[config.mk]
export PLATFORM = sky130hd
export DESIGN_NAME = lfsr_crypt_sequencer
export DESIGN_NICKNAME = d
export VERILOG_FILES = /design/src/rtl/crypt_pkg.sv /design/src/rtl/lfsr8.sv /design/src/rtl/lfsr_crypt_sequencer.sv
export SDC_FILE = /design/constraint.sdc
export NUM_CORES = 1
export LEC_CHECK = 0
export CORE_MARGIN = 2
export CORE_UTILIZATION = 57
export DETAILED_ROUTE_END_ITERATION = 10
export PLACE_DENSITY = 0.8
export SLEW_MARGIN = 20
export SYNTH_ARGS = -nofsm -noshare
export SYNTH_HDL_FRONTEND = slang
export SYNTH_SLANG_ARGS = --single-unit
[constraint.sdc]
create_clock -name clk -period 4.05 [get_ports clk]
set_input_delay 0.81 -clock clk [delete_from_list [all_inputs] [get_ports clk]]
set_output_delay 0.81 -clock clk [all_outputs]
set_load 0.05 [all_outputs]
[src/rtl/crypt_pkg.sv]
// -----------------------------------------------------------------------------
// crypt_pkg
// Shared types, memory map constants and helper functions for the LFSR
// encryption sequencer.
//   state_t      : sequencer FSM states
//   lfsr_next    : one Fibonacci-style step of the 8-bit keystream LFSR
//   is_msg_byte  : whether output byte idx is taken from the message area
// -----------------------------------------------------------------------------
package crypt_pkg;

  typedef enum logic [2:0] {
    IDLE    = 3'd0,
    RD_PRE  = 3'd1,
    RD_TAP  = 3'd2,
    RD_SEED = 3'd3,
    SRC     = 3'd4,
    WR      = 3'd5,
    FIN     = 3'd6
  } state_t;

  localparam logic [7:0] MSG_BASE = 8'd0;
  localparam logic [7:0] MSG_MAX  = 8'd61;
  localparam logic [7:0] CFG_PRE  = 8'd61;
  localparam logic [7:0] CFG_TAP  = 8'd62;
  localparam logic [7:0] CFG_SEED = 8'd63;
  localparam logic [7:0] OUT_BASE = 8'd64;
  localparam int         NBYTES   = 64;
  localparam logic [7:0] PAD      = 8'h20;

  // Shift left, feeding the parity of the tapped bits into bit 0.
  function automatic logic [7:0] lfsr_next(input logic [7:0] state,
                                           input logic [7:0] tap);
    return {state[6:0], ^(state & tap)};
  endfunction

  // Output byte idx is a message byte when pre <= idx < pre + MSG_MAX.
  function automatic logic is_msg_byte(input logic [6:0] idx,
                                       input logic [7:0] pre);
    logic [7:0] m;
    m = {1'b0, idx} - pre;
    return ({1'b0, idx} >= pre) && (m < MSG_MAX);
  endfunction

endpackage

[src/rtl/lfsr8.sv]
// -----------------------------------------------------------------------------
// lfsr8
// 8-bit keystream register. load_i has priority over adv_i.
//   clk, reset : clock, synchronous active-high reset (clears state)
//   load_i     : load seed_i
//   seed_i     : starting state
//   adv_i      : advance one step using tap_i
//   tap_i      : tap pattern
//   state_o    : current state
//   next_o     : state the register takes on the next edge
// -----------------------------------------------------------------------------
module lfsr8
  import crypt_pkg::*;
(
  input  logic       clk,
  input  logic       reset,
  input  logic       load_i,
  input  logic [7:0] seed_i,
  input  logic       adv_i,
  input  logic [7:0] tap_i,
  output logic [7:0] state_o,
  output logic [7:0] next_o
);

  logic [7:0] state_q;
  logic [7:0] state_d;

  // Next-state selection: load, advance or hold.
  always_comb begin
    state_d = state_q;
    if (load_i) begin
      state_d = seed_i;
    end else if (adv_i) begin
      state_d = lfsr_next(state_q, tap_i);
    end else begin
      state_d = state_q;
    end
  end

  // State register.
  always_ff @(posedge clk) begin
    if (reset) begin
      state_q <= 8'h00;
    end else begin
      state_q <= state_d;
    end
  end

  assign state_o = state_q;
  assign next_o  = state_d;

endmodule

[src/rtl/lfsr_crypt_sequencer.sv]
// -----------------------------------------------------------------------------
// lfsr_crypt_sequencer
// Reads pre-length, tap and seed from data memory, then writes 64 bytes
// (pre spaces, message, space padding) XORed with an LFSR keystream to
// mem[64..127]. Memory-side outputs are registered: the values for the
// upcoming state are computed one cycle ahead and loaded on the same edge
// that enters that state.
//   clk, reset : clock, synchronous active-high reset
//   start      : job request, sampled in IDLE only
//   busy       : job in progress
//   done       : sticky job-complete flag
//   mem_addr   : memory address (0 when no strobe)
//   mem_rd_en  : read strobe, mem_rdata valid same cycle
//   mem_rdata  : read data
//   mem_wr_en  : write strobe
//   mem_wdata  : write data
// -----------------------------------------------------------------------------
module lfsr_crypt_sequencer
  import crypt_pkg::*;
(
  input  logic       clk,
  input  logic       reset,
  input  logic       start,
  output logic       busy,
  output logic       done,
  output logic [7:0] mem_addr,
  output logic       mem_rd_en,
  input  logic [7:0] mem_rdata,
  output logic       mem_wr_en,
  output logic [7:0] mem_wdata
);

  localparam logic [6:0] LAST_IDX = 7'(NBYTES - 1);

  state_t     state_q, state_d;
  logic [6:0] i_q, i_d;
  logic [7:0] pre_q, pre_d;
  logic [7:0] tap_q, tap_d;
  logic [7:0] src_q, src_d;
  logic       busy_q, busy_d;
  logic       done_q, done_d;
  logic [7:0] addr_q, addr_d;
  logic       rd_en_q, rd_en_d;
  logic       wr_en_q, wr_en_d;
  logic [7:0] wdata_q, wdata_d;

  logic       enter_byte_s;
  logic [6:0] byte_idx_s;
  logic       lfsr_load_s;
  logic       lfsr_adv_s;
  logic [7:0] lfsr_s;
  logic [7:0] lfsr_nx_s;

  // The seed is captured on the RD_SEED edge; each WR edge steps the keystream.
  assign lfsr_load_s = (state_q == RD_SEED);
  assign lfsr_adv_s  = (state_q == WR);

  lfsr8 u_lfsr (
    .clk     (clk),
    .reset   (reset),
    .load_i  (lfsr_load_s),
    .seed_i  (mem_rdata),
    .adv_i   (lfsr_adv_s),
    .tap_i   (tap_q),
    .state_o (lfsr_s),
    .next_o  (lfsr_nx_s)
  );

  // Next-state and look-ahead memory-port values.
  always_comb begin
    state_d      = state_q;
    i_d          = i_q;
    pre_d        = pre_q;
    tap_d        = tap_q;
    src_d        = src_q;
    busy_d       = busy_q;
    done_d       = done_q;
    addr_d       = 8'h00;
    rd_en_d      = 1'b0;
    wr_en_d      = 1'b0;
    wdata_d      = 8'h00;
    enter_byte_s = 1'b0;
    byte_idx_s   = 7'd0;

    case (state_q)
      IDLE: begin
        if (start) begin
          state_d = RD_PRE;
          done_d  = 1'b0;
          busy_d  = 1'b1;
          rd_en_d = 1'b1;
          addr_d  = CFG_PRE;
        end else begin
          state_d = IDLE;
        end
      end
      RD_PRE: begin
        pre_d   = mem_rdata;
        state_d = RD_TAP;
        rd_en_d = 1'b1;
        addr_d  = CFG_TAP;
      end
      RD_TAP: begin
        tap_d   = mem_rdata;
        state_d = RD_SEED;
        rd_en_d = 1'b1;
        addr_d  = CFG_SEED;
      end
      RD_SEED: begin
        i_d          = 7'd0;
        enter_byte_s = 1'b1;
        byte_idx_s   = 7'd0;
      end
      SRC: begin
        // Keystream does not move on a SRC edge, so lfsr_nx_s equals lfsr_s.
        src_d   = mem_rdata;
        state_d = WR;
        wr_en_d = 1'b1;
        addr_d  = OUT_BASE + {1'b0, i_q};
        wdata_d = mem_rdata ^ lfsr_nx_s;
      end
      WR: begin
        i_d = i_q + 7'd1;
        if (i_q == LAST_IDX) begin
          state_d = FIN;
        end else begin
          enter_byte_s = 1'b1;
          byte_idx_s   = i_q + 7'd1;
        end
      end
      FIN: begin
        done_d  = 1'b1;
        busy_d  = 1'b0;
        state_d = IDLE;
      end
      default: begin
        state_d = IDLE;
        busy_d  = 1'b0;
      end
    endcase

    // Start of a byte: read the message byte, or write padding directly.
    if (enter_byte_s) begin
      if (is_msg_byte(byte_idx_s, pre_q)) begin
        state_d = SRC;
        rd_en_d = 1'b1;
        addr_d  = MSG_BASE + ({1'b0, byte_idx_s} - pre_q);
      end else begin
        state_d = WR;
        src_d   = PAD;
        wr_en_d = 1'b1;
        addr_d  = OUT_BASE + {1'b0, byte_idx_s};
        wdata_d = PAD ^ lfsr_nx_s;
      end
    end else begin
      byte_idx_s = byte_idx_s;
    end
  end

  // State and registered outputs.
  always_ff @(posedge clk) begin
    if (reset) begin
      state_q <= IDLE;
      i_q     <= 7'd0;
      pre_q   <= 8'h00;
      tap_q   <= 8'h00;
      src_q   <= 8'h00;
      busy_q  <= 1'b0;
      done_q  <= 1'b0;
      addr_q  <= 8'h00;
      rd_en_q <= 1'b0;
      wr_en_q <= 1'b0;
      wdata_q <= 8'h00;
    end else begin
      state_q <= state_d;
      i_q     <= i_d;
      pre_q   <= pre_d;
      tap_q   <= tap_d;
      src_q   <= src_d;
      busy_q  <= busy_d;
      done_q  <= done_d;
      addr_q  <= addr_d;
      rd_en_q <= rd_en_d;
      wr_en_q <= wr_en_d;
      wdata_q <= wdata_d;
    end
  end

  assign busy      = busy_q;
  assign done      = done_q;
  assign mem_addr  = addr_q;
  assign mem_rd_en = rd_en_q;
  // A write pending at a reset edge must not land in memory.
  assign mem_wr_en = wr_en_q & ~reset;
  assign mem_wdata = wdata_q;

endmodule

; ---- Word level (Yosys, flattened, before mapping)
; Cells that the tools add are included.
[op_classes]
n_addsub = 4
n_lt_le_gt_ge = 2
n_eq_ne = 10
n_mux = 30
n_bitwise = 6
reduce_logical = 10
[op_table]
columns = cell, count
row1 = 8-bit 2-to-1 mux, 7
row2 = 8-bit case mux with 4 select lines, 1
row3 = 3-bit case mux with 6 select lines, 1
row4 = 7-bit by 7-bit adder with 8-bit output (first input constant), 2
row5 = 7-bit 2-to-1 mux, 2
row6 = 7-bit case mux with 2 select lines, 1
row7 = 1-bit 2-to-1 mux, 11
row8 = 3-bit == test (second input constant), 3
row9 = 8-bit bitwise AND, 1
row10 = 7-bit by 8-bit greater-or-equal comparator with 1-bit output, 1
row11 = 8-bit by 6-bit < comparator with 1-bit output (second input constant), 1
row12 = 1-bit case mux with 2 select lines, 4
row13 = 8-bit parity, 1
row14 = 7-bit by 8-bit subtractor with 8-bit output, 1
row15 = 8-bit bitwise XOR, 1
row16 = 7-bit by 1-bit adder with 7-bit output (second input constant), 1
row17 = 7-bit by 6-bit == test with 1-bit output (second input constant), 1
row18 = 3-bit by 2-bit == test with 1-bit output (second input constant), 2
row19 = 3-bit 2-to-1 mux, 2
row20 = 6-bit 2-to-1 mux, 1
row21 = 2-bit AND reduction, 3
row22 = 5-bit OR reduction, 1
row23 = 2-bit inequality test (second input constant), 2
row24 = 2-bit nonzero test, 2
row25 = other kinds (7), 9
[word_totals]
reg_bits = 54
input_bits = 11
output_inout_bits = 20
wordCells = 73

; ---- Depth between registers and ports, before layout
[logic_depth]
depth_word = 8
depth_mapped = 15

; ---- Cells and area by module
; A second synthesis with hierarchy kept.
[hier_totals]
cells_unflattened = 365
area_unflattened_um2 = 2961.6
[modules_own_cells]
columns = module, n_inst, cells_per_inst, area_each_um2
row1 = lfsr_crypt_sequencer, 1, 307, 2489.9
row2 = lfsr8, 1, 58, 471.7

; ---- Worst setup path before layout
; No wires, ideal clock.
[synth_path]
kind = flip-flop to flip-flop
from = register i_q[0]
to = register wdata_q[7], in the netlist mem_wdata[7]
t_arrival_ps = 3212
t_required_ps = 3983
slack_ps = 770
path_stages_with_launch = 14
path_buffers = 1
path_cell_list = dfxtp_1 -> ha_1 -> nand3_1 -> nor3_1 -> or2_2 -> ha_1 -> inv_1 -> fa_1 -> a211oi_1 -> o21ai_0 -> or4_1 -> buf_2 -> a22o_1 -> a21oi_2
[synth_via]
elab_chain_len = 8
elab_cells_between_ends = 12
classes_between = add/sub (2) / order compare (2) / eq/ne (1) / mux (6) / reduce/logical (1)
[synth_rtl]
columns = element, line_no
row1 = "start, declared", lfsr_crypt_sequencer.sv:36  ; logic [6:0] i_q, i_d;
row2 = "start signal, assigned", lfsr_crypt_sequencer.sv:176  ; i_q <= i_d;
row3 = 7-bit by 1-bit adder with 7-bit output / 7-bit by 6-bit == test with 1-bit output (equally long branches), "lfsr_crypt_sequencer.sv:128, lfsr_crypt_sequencer.sv:124"
row4 = 7-bit 2-to-1 mux, lfsr_crypt_sequencer.sv:124  ; if (i_q == LAST_IDX) begin
row5 = 7-bit 2-to-1 mux, lfsr_crypt_sequencer.sv:85  ; case (state_q)
row6 = 7-bit by 8-bit subtractor with 8-bit output, crypt_pkg.sv:40  ; m = {1'b0, idx} - pre;
row7 = 8-bit by 6-bit < comparator with 1-bit output, crypt_pkg.sv:41  ; return ({1'b0, idx} >= pre) && (m < MSG_MAX);
row8 = 1-bit logical AND, crypt_pkg.sv:41
row9 = 8-bit 2-to-1 mux, lfsr_crypt_sequencer.sv:144  ; if (is_msg_byte(byte_idx_s, pre_q)) begin
row10 = 8-bit 2-to-1 mux *, lfsr_crypt_sequencer.sv:143  ; if (enter_byte_s) begin
row11 = "end signal, assigned", lfsr_crypt_sequencer.sv:185  ; wdata_q <= wdata_d;
row12 = "end, declared", lfsr_crypt_sequencer.sv:45  ; logic [7:0] wdata_q, wdata_d;
; Every way passes the cells marked *; elsewhere a longest branch is shown, timed or not.
; A chain may end at the register's enable or synchronous reset.

; ---- Worst setup path after layout
[layout_path]
from = register i_q[1]
to = register wdata_q[7], in the netlist mem_wdata[7]
; Same word-level chain as after synthesis.

==> impl_metrics.yaml <==
outcome:
  status: "finished clean"
synth:
  synth-edff-count: 0
  avgSynthCellArea_um2: 7.98
  synth_nets: 396
  yosysSeqAreaShare_pct: 36.0
  async_reset_ff_share_pct: 0
  synthFlopType: "dfxtp_1"
  synth_area_um2: 3000
  syn-instance-count: 376
  synthDistinctLibCells: 48
  yosys_warnings: 0
  yosys_register_bits: 54
final_layout:
  nNetsFinal: 419
  layout.cells.non_filler: 470
  final_cell_mix: "dfxtp_1 (54), nor2_1 (50), nand2_1 (37)"
  multi_input_area_um2: 1800
  seq_area_um2: 1080
  drive_gt1_share_pct: 7.50
  fin_area_um2: 3460
  area_growth_pct: 15.3
  nFillCells: 441
  final_common_cell: "dfxtp_1"
  n_antenna_cell: 0
route:
  firstDrtPassIters: 5
  routed_wl_um: 7050
  avgViaCountPerCell: 5.90
  ant_nets: 0
  drtIter0Drc: 337
  drc_errors: 0
  num_vias: 2773
  avgRoutedWirePerCell_um: 15.0
global_route:
  first_global_vias: 2598
  antenna_found_initial: 0
  grt_pass1_wl_um: 12200
  globalRoute.totalOverflow: 0
  grt_max_degree: 64
  track_usage_pct: 25.7
cts:
  cts.sinks: 54
  cts_max_path_buffers: 2
  postCtsResizedCells: 0
  clk_pin_slew_ps: 90
  cts_tree: "yes"
  worstSkewPairLatency_ps: 310
  ctsHoldBuffers: 0
  htreeDepth: 2
  numCtsBuffers: 5
  postCtsSetupBuffers: 0
  clockRootBuffer: "clkbuf_8"
timing:
  setup_viol: 0
  relSlewSlack_pct: 38.3
  rsz0062_at_grt: "false"
  worst_slack_ps: 400
  min_period_ps: 3650
  drv_slew: 0
  timing.fmax_mhz: 274
  worst_hold_slack_ps: 475
  fin_setup_tns_ps: 0
  min_period_over_period_pct: 90.1
  hold_violations: 0
  tightestPinTransition_ps: 922
  clock_skew_ps: 4.59
die:
  die_w_um: 76.6
  die-area_um2: 5860
  coreArea_um2: 5110
  ios: 31
  rows: 26
  initial_core_util_pct: 58.8
  die_h_um: 76.6
placed_design:
  placedCellCount: 462
  dp_slack_ps: 393
  dpl.hpwl_um: 5110
  io_buffers: 30
  placed_area_um2: 3360
  gp_congestion: 0.880
critical_path:
  timing.rr.start: "i_q[1]"
  worstSetupEndpointType: "flop"
  arrival_ps: 3900
  startpoint_type: "flop"
  cp.required_ps: 4300
  path_class: "flop to flop"
  reg2regPathDepth: 12
  critPathCapture: "mem_wdata[7]"
  startpoint: "i_q[1]"
  rrSetupSlack_ps: 400
  r2r_end: "mem_wdata[7]"
  worst-path-max-fanout: 7
power:
  leakage_nw: 1.20
  power_density_nw_per_um2: 342
  ir_drop_mv: 0.191
run:
  cap_violations: 0
worst_hold_path:
  hold_class: "flop to flop"
sequential cells by signal (all words and copies together) (netlist names), 3 cells and up:
register / cells
u_lfsr.state_o: 8
mem_wdata: 8
i_q: 7
mem_addr: 8
state_q: 3
pre_q: 8
tap_q: 8
cells in the mapped netlist, types with 2 or more instances:
| cell type | number | area, um2 |
|---|---|---|
| dfxtp_1 | 54 | 1080 |
| nor2_1 | 50 | 188 |
| nand2_1 | 37 | 139 |
| a21oi_1 | 32 | 160 |
| o21ai_0 | 24 | 120 |
| mux2i_1 | 23 | 230 |
| clkbuf_1 | 20 | 75.1 |
| xnor2_1 | 17 | 149 |
| inv_1 | 12 | 45.0 |
| ha_1 | 8 | 100 |
| nand3_1 | 7 | 35.0 |
| nor3_1 | 7 | 35.0 |
| o21a_1 | 7 | 52.6 |
| or2_2 | 7 | 43.8 |
| a31oi_1 | 6 | 37.5 |
| nand2b_1 | 5 | 31.3 |
| o31ai_1 | 5 | 37.5 |
| a211oi_1 | 4 | 30.0 |
| nand4_1 | 4 | 25.0 |
| o221ai_1 | 4 | 35.0 |
| or3_1 | 4 | 25.0 |
| and2_1 | 3 | 18.8 |
| and3_1 | 3 | 18.8 |
| xor2_1 | 3 | 26.3 |
| a21o_1 | 2 | 15.0 |
| buf_2 | 2 | 10.0 |
| nor3b_1 | 2 | 15.0 |
| nor4b_1 | 2 | 17.5 |
| o21ai_1 | 2 | 10.0 |
| o22ai_1 | 2 | 12.5 |
how the worst min path moves through the flow:
stage	startpoint	end	slack, ps	cells past startpoint
after floorplan	tap_q[0]	tap_q[0]	460	2
after global placement	done	done	460	2
after detailed placement	done	done	460	2
after CTS	done	done	480	2
after global routing	done	done	520	2
final	done	done	480	2
cells by family (layout without fill, tap and decap cells):
kind of cell,count (synthesis),in the layout,synth area share (%)
compound gates,97,97,20.0
xor+xnor,20,20,5.84
fa+ha+maj,9,9,4.00
buf+inv,34,58,4.33
flops,54,54,36.0
mux,24,24,8.04
simple gates,138,138,21.8
critical path, stage by stage (launching register included):
cell and delay, ps:
dfxtp_1 380, ha_1 270, nand3_1 180, nor3_2 290, or2_2 180, ha_1 160
inv_1 50, fa_1 390, a211oi_1 390, o21ai_0 240, or4_1 660, a22o_1 280
a21oi_2 100
per-stage QoR:
step / total power [mW] / util (%)
after floorplan: 0.790 / -
after global placement: 0.866 / 65.8
after detailed placement: 0.872 / 65.8
after CTS: 1.19 / 67.6
after global routing: 1.24 / 67.7
final: 1.18 / 67.7
cell type report:
| cell class | instances | share of cell area [%] |
|---|---|---|
| Clock inverter | 1 | 0.253 |
| Clock buffer | 7 | 2.50 |
| Multi-Input combinational cell | 288 | 51.9 |
| Timing Repair Buffer | 38 | 10.3 |
| Sequential cell | 54 | 31.2 |
| Inverter | 12 | 1.30 |
| Tap cell | 70 | 2.53 |
power breakdown:
part           internal (mW)  switching (mW)
Clock                  0.142           0.178
Sequential             0.560          0.0184
Combinational          0.106           0.178
metal layers:
layer	vias up	global-route usage [%]	wire length, um
met4	0	11.3	165
met3	17	4.27	384
met5	-	0	0
met1	1295	33.1	3100
li1	1361	-	-
met2	100	42.4	3400
Power figures use the tool's default switching activity.
